$ cat src/rtl/imem_ctrl_pkg.sv
// Shared types and constants for the instruction-memory boot/load controller.
package imem_ctrl_pkg;

    localparam int unsigned DefAddrW    = 10;
    localparam int unsigned DefMemWords = 1 << DefAddrW;

    typedef enum logic [1:0] {
        StIdle  = 2'd0,
        StLoad  = 2'd1,
        StDrain = 2'd2,
        StRun   = 2'd3
    } state_e;

    // Byte address to word index; callers truncate to their memory width.
    function automatic logic [31:0] word_index(input logic [31:0] byte_addr);
        return byte_addr >> 2;
    endfunction

endpackage

$ cat src/rtl/imem_load_counter.sv
// Load-session word counter: clear+capture length, increment per write, flag the final word.
module imem_load_counter #(
    parameter int unsigned AddrW = 10
) (
    input  logic             clk,
    input  logic             rst_n,
    input  logic             load_i,
    input  logic [AddrW:0]   len_i,
    input  logic             inc_i,
    output logic [AddrW-1:0] cnt_o,
    output logic             last_o
);

    logic [AddrW:0] cnt_q, cnt_d;
    logic [AddrW:0] len_q, len_d;

    always_comb begin
        cnt_d = cnt_q;
        len_d = len_q;
        if (load_i) begin
            cnt_d = '0;
            len_d = len_i;
        end else if (inc_i) begin
            cnt_d = cnt_q + 1'b1;
        end
    end

    always_ff @(posedge clk or negedge rst_n) begin
        if (!rst_n) begin
            cnt_q <= '0;
            len_q <= '0;
        end else begin
            cnt_q <= cnt_d;
            len_q <= len_d;
        end
    end

    assign cnt_o  = cnt_q[AddrW-1:0];
    // Full-width compare so a MEM_WORDS-long session terminates without wrapping.
    assign last_o = ((cnt_q + 1'b1) == len_q);

endmodule

$ cat src/rtl/imem_boot_ctrl.sv
// Boot/load controller: owns the instruction-memory write port, gates the core,
// and translates PC byte addresses for the fetch port.
module imem_boot_ctrl
    import imem_ctrl_pkg::*;
#(
    parameter int unsigned ADDR_W    = DefAddrW,
    parameter int unsigned MEM_WORDS = DefMemWords
) (
    input  logic              clk,
    input  logic              rst_n,
    input  logic              load_start,
    input  logic [ADDR_W:0]   load_len,
    input  logic              boot_go,
    input  logic              ld_valid,
    input  logic [31:0]       ld_data,
    output logic              ld_ready,
    output logic              mem_we,
    output logic [ADDR_W-1:0] mem_waddr,
    output logic [31:0]       mem_wdata,
    input  logic [31:0]       pc_addr,
    output logic [ADDR_W-1:0] mem_raddr,
    output logic              core_run,
    output logic              load_done,
    output logic              len_err,
    output logic              fetch_fault
);

    localparam int unsigned     CntW      = ADDR_W + 1;
    localparam logic [CntW-1:0] MemWordsC = CntW'(MEM_WORDS);

    state_e          state_q, state_d;
    logic            load_done_q, load_done_d;
    logic            len_err_q, len_err_d;
    logic            fetch_fault_q, fetch_fault_d;
    logic            start_load;
    logic            cnt_last;
    logic            fault_now;
    logic [CntW-1:0] len_clip;
    logic [31:0]     word_idx;

    assign ld_ready    = (state_q == StLoad);
    assign core_run    = (state_q == StRun);
    assign mem_we      = ld_valid & ld_ready;
    assign mem_wdata   = ld_data;
    assign load_done   = load_done_q;
    assign len_err     = len_err_q;
    assign fetch_fault = fetch_fault_q;

    assign word_idx  = word_index(pc_addr);
    assign mem_raddr = word_idx[ADDR_W-1:0];
    assign fault_now = (pc_addr[1:0] != 2'b00) || ((word_idx >> ADDR_W) != 32'd0);
    assign len_clip  = (load_len > MemWordsC) ? MemWordsC : load_len;

    always_comb begin
        state_d       = state_q;
        start_load    = 1'b0;
        len_err_d     = len_err_q;
        fetch_fault_d = fetch_fault_q;
        unique case (state_q)
            StIdle: begin
                if (load_start) begin
                    start_load = 1'b1;
                end else if (boot_go) begin
                    state_d = StRun;
                end
            end
            StLoad: begin
                if (mem_we && cnt_last) begin
                    state_d = StDrain;
                end
            end
            StDrain: state_d = StRun;
            StRun: begin
                if (load_start) begin
                    start_load = 1'b1;
                end else if (fault_now) begin
                    fetch_fault_d = 1'b1;
                end
            end
        endcase
        if (start_load) begin
            len_err_d     = (load_len > MemWordsC);
            fetch_fault_d = 1'b0;
            state_d       = (load_len == '0) ? StDrain : StLoad;
        end
        load_done_d = (state_d == StRun) && (state_q != StRun);
    end

    always_ff @(posedge clk or negedge rst_n) begin
        if (!rst_n) begin
            state_q       <= StIdle;
            load_done_q   <= 1'b0;
            len_err_q     <= 1'b0;
            fetch_fault_q <= 1'b0;
        end else begin
            state_q       <= state_d;
            load_done_q   <= load_done_d;
            len_err_q     <= len_err_d;
            fetch_fault_q <= fetch_fault_d;
        end
    end

    imem_load_counter #(
        .AddrW (ADDR_W)
    ) u_load_counter (
        .clk    (clk),
        .rst_n  (rst_n),
        .load_i (start_load),
        .len_i  (len_clip),
        .inc_i  (mem_we),
        .cnt_o  (mem_waddr),
        .last_o (cnt_last)
    );

endmodule

$ cat config.mk
export PLATFORM = sky130hd
export DESIGN_NAME = imem_boot_ctrl
export DESIGN_NICKNAME = d
export VERILOG_FILES = /design/src/rtl/imem_ctrl_pkg.sv /design/src/rtl/imem_load_counter.sv /design/src/rtl/imem_boot_ctrl.sv
export SDC_FILE = /design/constraint.sdc
export NUM_CORES = 1
export LEC_CHECK = 0
export CORE_ASPECT_RATIO = 1.4
export CORE_MARGIN = 2
export CORE_UTILIZATION = 32
export CTS_CLUSTER_DIAMETER = 150
export CTS_CLUSTER_SIZE = 28
export DETAILED_ROUTE_END_ITERATION = 12
export HOLD_SLACK_MARGIN = 0.1
export PLACE_DENSITY_LB_ADDON = 0.2
export SETUP_SLACK_MARGIN = 0.4
export SKIP_LAST_GASP = 1
export SYNTH_ARGS = -nofsm -noshare
export SYNTH_HDL_FRONTEND = slang
export SYNTH_SLANG_ARGS = --single-unit
$ cat constraint.sdc
create_clock -name clk -period 4.1 [get_ports clk]
set_clock_uncertainty 0.15 [all_clocks]
set_input_delay 0.615 -clock clk [delete_from_list [all_inputs] [get_ports clk]]
set_output_delay 0.615 -clock clk [all_outputs]
set_load 0.01 [all_outputs]
# Yosys cells after proc, flatten, opt, wreduce, memory -nomap -nowiden
# Index checks and enable logic that the tools add are counted.
[word_totals]
register_bits = 27
in_bits = 80
output_inout_bits = 58
wordCells = 43
[classes]
addsub = 1
order_cmp = 1
eq_ne = 7
n_mux = 15
bitwise = 1
n_reduce_logical = 12
[ops]
columns = ["operator", "count"]
rows = [
  ["11-bit 2-to-1 mux", 3],
  ["32-bit nonzero test", 1],
  ["11-bit by 1-bit adder with 11-bit output, second input constant", 1],
  ["11-bit == test", 1],
  ["11-bit greater-than comparator, second input constant", 1],
  ["11-bit zero test", 1],
  ["2-bit 2-to-1 mux", 5],
  ["2-bit nonzero test", 4],
  ["2-bit == test, second input constant", 3],
  ["1-bit 2-to-1 mux", 6],
  ["2-bit case mux with 3 select lines", 1],
  ["3-bit AND reduction", 1],
  ["2-bit by 1-bit == test with 1-bit output, second input constant", 1],
  ["1-bit logical AND", 2],
  ["2-bit zero test", 1],
  ["2-bit by 1-bit != test with 1-bit output, second input constant", 1],
  ["2-bit != test, second input constant", 1],
  ["2-bit OR reduction", 1],
  ["1-bit bitwise AND", 1],
  ["1-bit logical OR", 1],
]

# Depth between registers and ports, before layout
[logic_depth]
ltp_word = 8
depth_mapped = 8
depth_no_buf = 8

# Hierarchy
# A second synthesis with hierarchy kept.
[unflattened]
cells_unflattened = 238
hier_area_um2 = 2174.6
[modules_own_cells]
columns = ["mod", "n_inst", "cells_each", "area_per_inst_um2", "seq_area_each_um2"]
rows = [
  ["imem_load_counter", 1, 137, 1385.1, 550.5],
  ["imem_boot_ctrl", 1, 101, 789.5, 125.1],
]

# Least setup slack after synthesis
# OpenSTA, ideal clock, no wires.
[synth_timing]
kind = "register -> register"
from = "register u_load_counter.cnt_q[0]"
to = "register load_done_q (netlist: load_done)"
setup_time_ps = 134
t_arrival_ps = 1884
path_slack_ps = 1932
path_stages_with_launch = 8
synth_period_minus_slack_ps = 2168
cell_sequence = "dfrtp_1 > ha_1 > xor2_1 > a2111oi_0 > nand3_1 > nor3_1 > and3_1 > o22ai_1"
[synth_between]
elab_chain_len = 8
[synth_rtl]
columns = ["element", "line_no", "source"]
rows = [
  ["start: declaration", "imem_load_counter.sv:14", "logic [AddrW:0] cnt_q, cnt_d;"],
  ["start signal: assignment", "imem_load_counter.sv:33", "cnt_q <= cnt_d;"],
  ["11-bit by 1-bit adder with 11-bit output", "imem_load_counter.sv:40", "assign last_o = ((cnt_q + 1'b1) == len_q);"],
  ["11-bit == test", "imem_load_counter.sv:40", ""],
  ["1-bit logical AND", "imem_boot_ctrl.sv:68", "if (mem_we && cnt_last) begin"],
  ["2-bit 2-to-1 mux", "imem_boot_ctrl.sv:68", ""],
  ["2-bit case mux with 3 select lines", "imem_boot_ctrl.sv:59", "unique case (state_q)"],
  ["2-bit 2-to-1 mux", "imem_boot_ctrl.sv:81", "if (start_load) begin"],
  ["2-bit == test", "imem_boot_ctrl.sv:86", "load_done_d = (state_d == StRun) && (state_q != StRun);"],
  ["1-bit logical AND", "imem_boot_ctrl.sv:86", ""],
  ["via load_done_d", "imem_boot_ctrl.sv:32", "logic load_done_q, load_done_d;"],
  ["end signal: assignment", "imem_boot_ctrl.sv:97", "load_done_q <= load_done_d;"],
  ["end: declaration", "imem_boot_ctrl.sv:32", ""],
]
# The timed path passes the listed nets, and every way through them passes these cells.
# A chain may end at the register's enable or synchronous reset.

# Worst setup path after layout
[layout_timing]
from = "register state_q[1]"
to = "output mem_we"
[layout_between]
elab_chain_len = 2
[layout_rtl]
columns = ["element", "line_no", "source"]
rows = [
  ["start: declaration", "imem_boot_ctrl.sv:31", "state_e state_q, state_d;"],
  ["start signal: assignment", "imem_boot_ctrl.sv:91", "state_q <= StIdle;"],
  ["start signal: assignment", "imem_boot_ctrl.sv:96", "state_q <= state_d;"],
  ["2-bit by 1-bit == test with 1-bit output", "imem_boot_ctrl.sv:41", "assign ld_ready = (state_q == StLoad);"],
  ["1-bit bitwise AND", "imem_boot_ctrl.sv:43", "assign mem_we = ld_valid & ld_ready;"],
  ["end: declaration", "imem_boot_ctrl.sv:17", "output logic mem_we,"],
]
# Every way passes these cells.

==> impl_metrics.py <==
metrics = {
    "clocking": {
        "post_cts_resized": 0,
        "cts_sinks": 27,
        "clk_pin_slew_ns": 0.10,
        "postCtsHoldBufs": 0,
        "cts.path.max_buffers": 2,
        "cts_max_level": 1,
        "cts_buffers": 3,
        "root_buffer": "clkbuf_8",
        "clk_latency_ns": 0.28,
        "cts_setup_buffers": 0,
        "cts_tree": "done",
    },
    "worst_hold_path": {
        "hold_end": "u_load_counter.len_q[0]$_DFFE_PN0P_",
        "hp-start": "u_load_counter.len_q[0]$_DFFE_PN0P_",
        "hold_depth": 2,
        "min_path_type": "reg2reg",
    },
    "yosys": {
        "ys_ff_latch": 27,
        "synth_cell_types": 48,
        "synth-compound-area-share": 0.102,
        "ys_warn_count": 0,
        "synthAdderAreaFrac": 0.0293,
        "synth.mux.area_fraction": 0.00937,
        "synth_cells": 250,
        "yosys.area_share.simple": 0.246,
        "async_flop_share": 1.00,
        "synth_enable_flop_cells": 0,
        "netlist_area_mm2": 0.00214,
        "seq_area_frac_synth": 0.316,
        "synth.avg_cell_area_um2": 8.54,
        "synth_xor_area_frac": 0.0779,
        "syn_nets": 335,
        "ys.flop_type": "dfrtp_1",
        "synth_top_family_by_area": "simple AND/OR/NAND/NOR gates",
    },
    "setup_path": {
        "regToRegEndpoint": "state_q[1]$_DFF_PN0_",
        "path_common_cell": "inv_1",
        "critPathCaptureType": "primary output",
        "crit_chain": "inv_1, ha_1, nand2_1, inv_1, clkdlybuf4s50_1",
        "reg2reg_depth": 8,
        "r2r_start": "state_q[1]$_DFF_PN0_",
        "cp.buffers_inverters": 3,
        "critPathArrivalTime_ns": 2.16,
        "crit_fanout": 7,
        "crit_type": "reg2out",
        "crit_required_ns": 3.34,
        "slowest_delay_ns": 0.57,
        "worstSetupStartpointType": "flip-flop",
        "critPathTopFamily": "buffers and inverters",
        "cp_slowest_cell": "clkdlybuf4s50_1",
        "r2r_slack_ns": 1.60,
    },
    "floorplan": {
        "start_util": 0.327,
        "std_cell_rows": 35,
        "die_h_um": 101,
        "pin_count": 138,
        "core_mm2": 0.00653,
        "die_area_mm2": 0.00735,
        "die_x_um": 73.0,
    },
    "detailed_routing": {
        "firstDrtPassIters": 4,
        "dr.first_iter.drc_count": 60,
        "finalWirelength_um": 4820,
        "wire_per_inst_um": 14.9,
        "drc": 0,
        "viasPerCell": 5.07,
        "vias": 1643,
        "drtAntennaViolNets": 0,
    },
    "timing": {
        "setup_viol": 0,
        "timing.fmax_ghz": 0.342,
        "hold_violations": 0,
        "slew_headroom": 0.685,
        "worst_pin_slew_ns": 0.472,
        "finalCritPeriodShare": 0.714,
        "setup_tns_ns": 0,
        "final_max_slew_viol_count": 0,
        "period_minus_slack_ns": 2.93,
        "rsz0062_at_grt": "false",
    },
    "global_route": {
        "first_global_vias": 1694,
        "grt_first_pass_wirelength_um": 8130,
        "overflow": 0,
        "grt_max_degree": 28,
        "antenna_found_initial": 0,
        "grt_usage": 0.141,
    },
    "power": {
        "clockPowerShare": 0.139,
        "powerDensity_mw_per_mm2": 477,
        "p_switching_mw": 0.452,
        "power_switching_share": 0.400,
        "peakVddDrop_mv": 0.167,
        "p_int_mw": 0.679,
        "pwr-share-comb": 0.484,
        "p_leak_nw": 0.965,
        "p_seq_frac": 0.377,
        "total_power_mw": 1.13,
    },
    "placed_design": {
        "place_inst": 320,
        "post-dp-hpwl_um": 3800,
        "port_buffers": 53,
        "gp_congestion": 0.810,
    },
    "outcome": {
        "outcome": "complete, no violations",
    },
    "layout": {
        "drive_above_1_share": 0.0480,
        "fin_cells": 324,
        "area_growth_pct": 11.0,
        "fin_util": 0.363,
        "num-nets-final": 336,
        "antennaDiodeCount": 0,
        "fillers": 664,
    },
    "run": {
        "drv_cap": 0,
    },
}
layout by cell type, fill, tap and decap left out, types with 2 or more instances in the layout:
master / instances
and2_1: 2
buf_4: 2
a21oi_1: 7
xor2_1: 8
nand3b_1: 6
o21ai_0: 5
and3_1: 4
mux2i_1: 2
nor2b_1: 3
ha_1: 5
xnor2_1: 11
nor4_1: 9
nand2_1: 33
nor2_1: 20
or4_1: 3
inv_1: 5
a22o_1: 3
or3_1: 2
nor3_1: 5
nand4_1: 2
clkbuf_8: 3
clkdlybuf4s50_1: 53
o21ai_1: 2
dfrtp_1: 27
nand3_1: 5
flip-flops by register name, summed over array words and instances (netlist names):
register and flops:
u_load_counter.cnt_q 11, u_load_counter.len_q 11, state_q 2, fetch_fault 1
len_err 1, load_done 1
final cells by class:
class	instances	area (um^2)	area share
clock buffers	3	41.3	0.0174
clock inverters	1	5.00	0.00211
inverters	5	18.8	0.00792
multi-input cells	159	992	0.418
flip-flops and latches	27	676	0.285
well taps	74	92.6	0.0391
repair buffers	55	546	0.230
power by group through the flow:
| stage | sequential, mW | combinational (mW) | clock, mW |
|---|---|---|---|
| 2_1_floorplan | 0.408 | 0.427 | 0 |
| 3_3_place_gp | 0.432 | 0.550 | 0 |
| 3_5_place_dp | 0.433 | 0.555 | 0 |
| 4_1_cts | 0.428 | 0.557 | 0.165 |
| 5_1_grt | 0.440 | 0.618 | 0.173 |
| 6_report | 0.427 | 0.547 | 0.157 |
Yosys cell counts, types with 4 or more instances:
cell	n	area, um^2
ha_1	5	62.6
buf_4	52	390
inv_1	5	18.8
and3_1	4	25.0
nor4_1	9	56.3
nand3b_1	6	45.0
dfrtp_1	27	676
nand3_1	5	25.0
nor3_1	5	25.0
nor2_1	20	75.1
a21oi_1	7	35.0
xor2_1	8	70.1
xnor2_1	11	96.3
o21ai_0	5	25.0
nand2_1	33	124
tightest hold or removal path, stage by stage, from the launching register on:
cell     delay [ns]
dfrtp_1        0.37
nand2_1        0.05
nand2_1        0.05
how the worst max path moves through the flow:
stage	from	end	cells past startpoint
4_1_cts	state_q[1]$_DFF_PN0_	mem_we	5
2_1_floorplan	u_load_counter.cnt_q[0]$_DFFE_PN0P_	load_done$_DFF_PN0_	7
6_report	state_q[1]$_DFF_PN0_	mem_we	5
3_5_place_dp	ld_valid	mem_we	4
3_3_place_gp	ld_valid	mem_we	4
5_1_grt	state_q[1]$_DFF_PN0_	mem_we	5
kinds of logic after synthesis:
logic type	after synthesis
AO/OA/AOI/OAI	31
XOR/XNOR	19
adder cells (fa/ha/maj)	5
buffers and inverters	64
flip-flops	27
multiplexers	2
AND/OR/NAND/NOR	102
metrics by stage:
step	worst slack (ns)	instance area [um^2]	hold WS [ns]
floorplan	1.93	2140	0.169
global placement	1.30	2320	0.326
detailed placement	1.29	2320	0.335
CTS	1.14	2370	0.359
global route	1.01	2370	0.388
finish	1.17	2370	0.348
layer usage:
layer  global-route usage  wire (um)  up-vias
li1                     -          -      802
met2                0.248       2470       54
met4               0.0897        223        0
met1                0.153       1830      758
met3               0.0240        305       29
met5                    0          0        -
(Power assumes the default switching activity.)
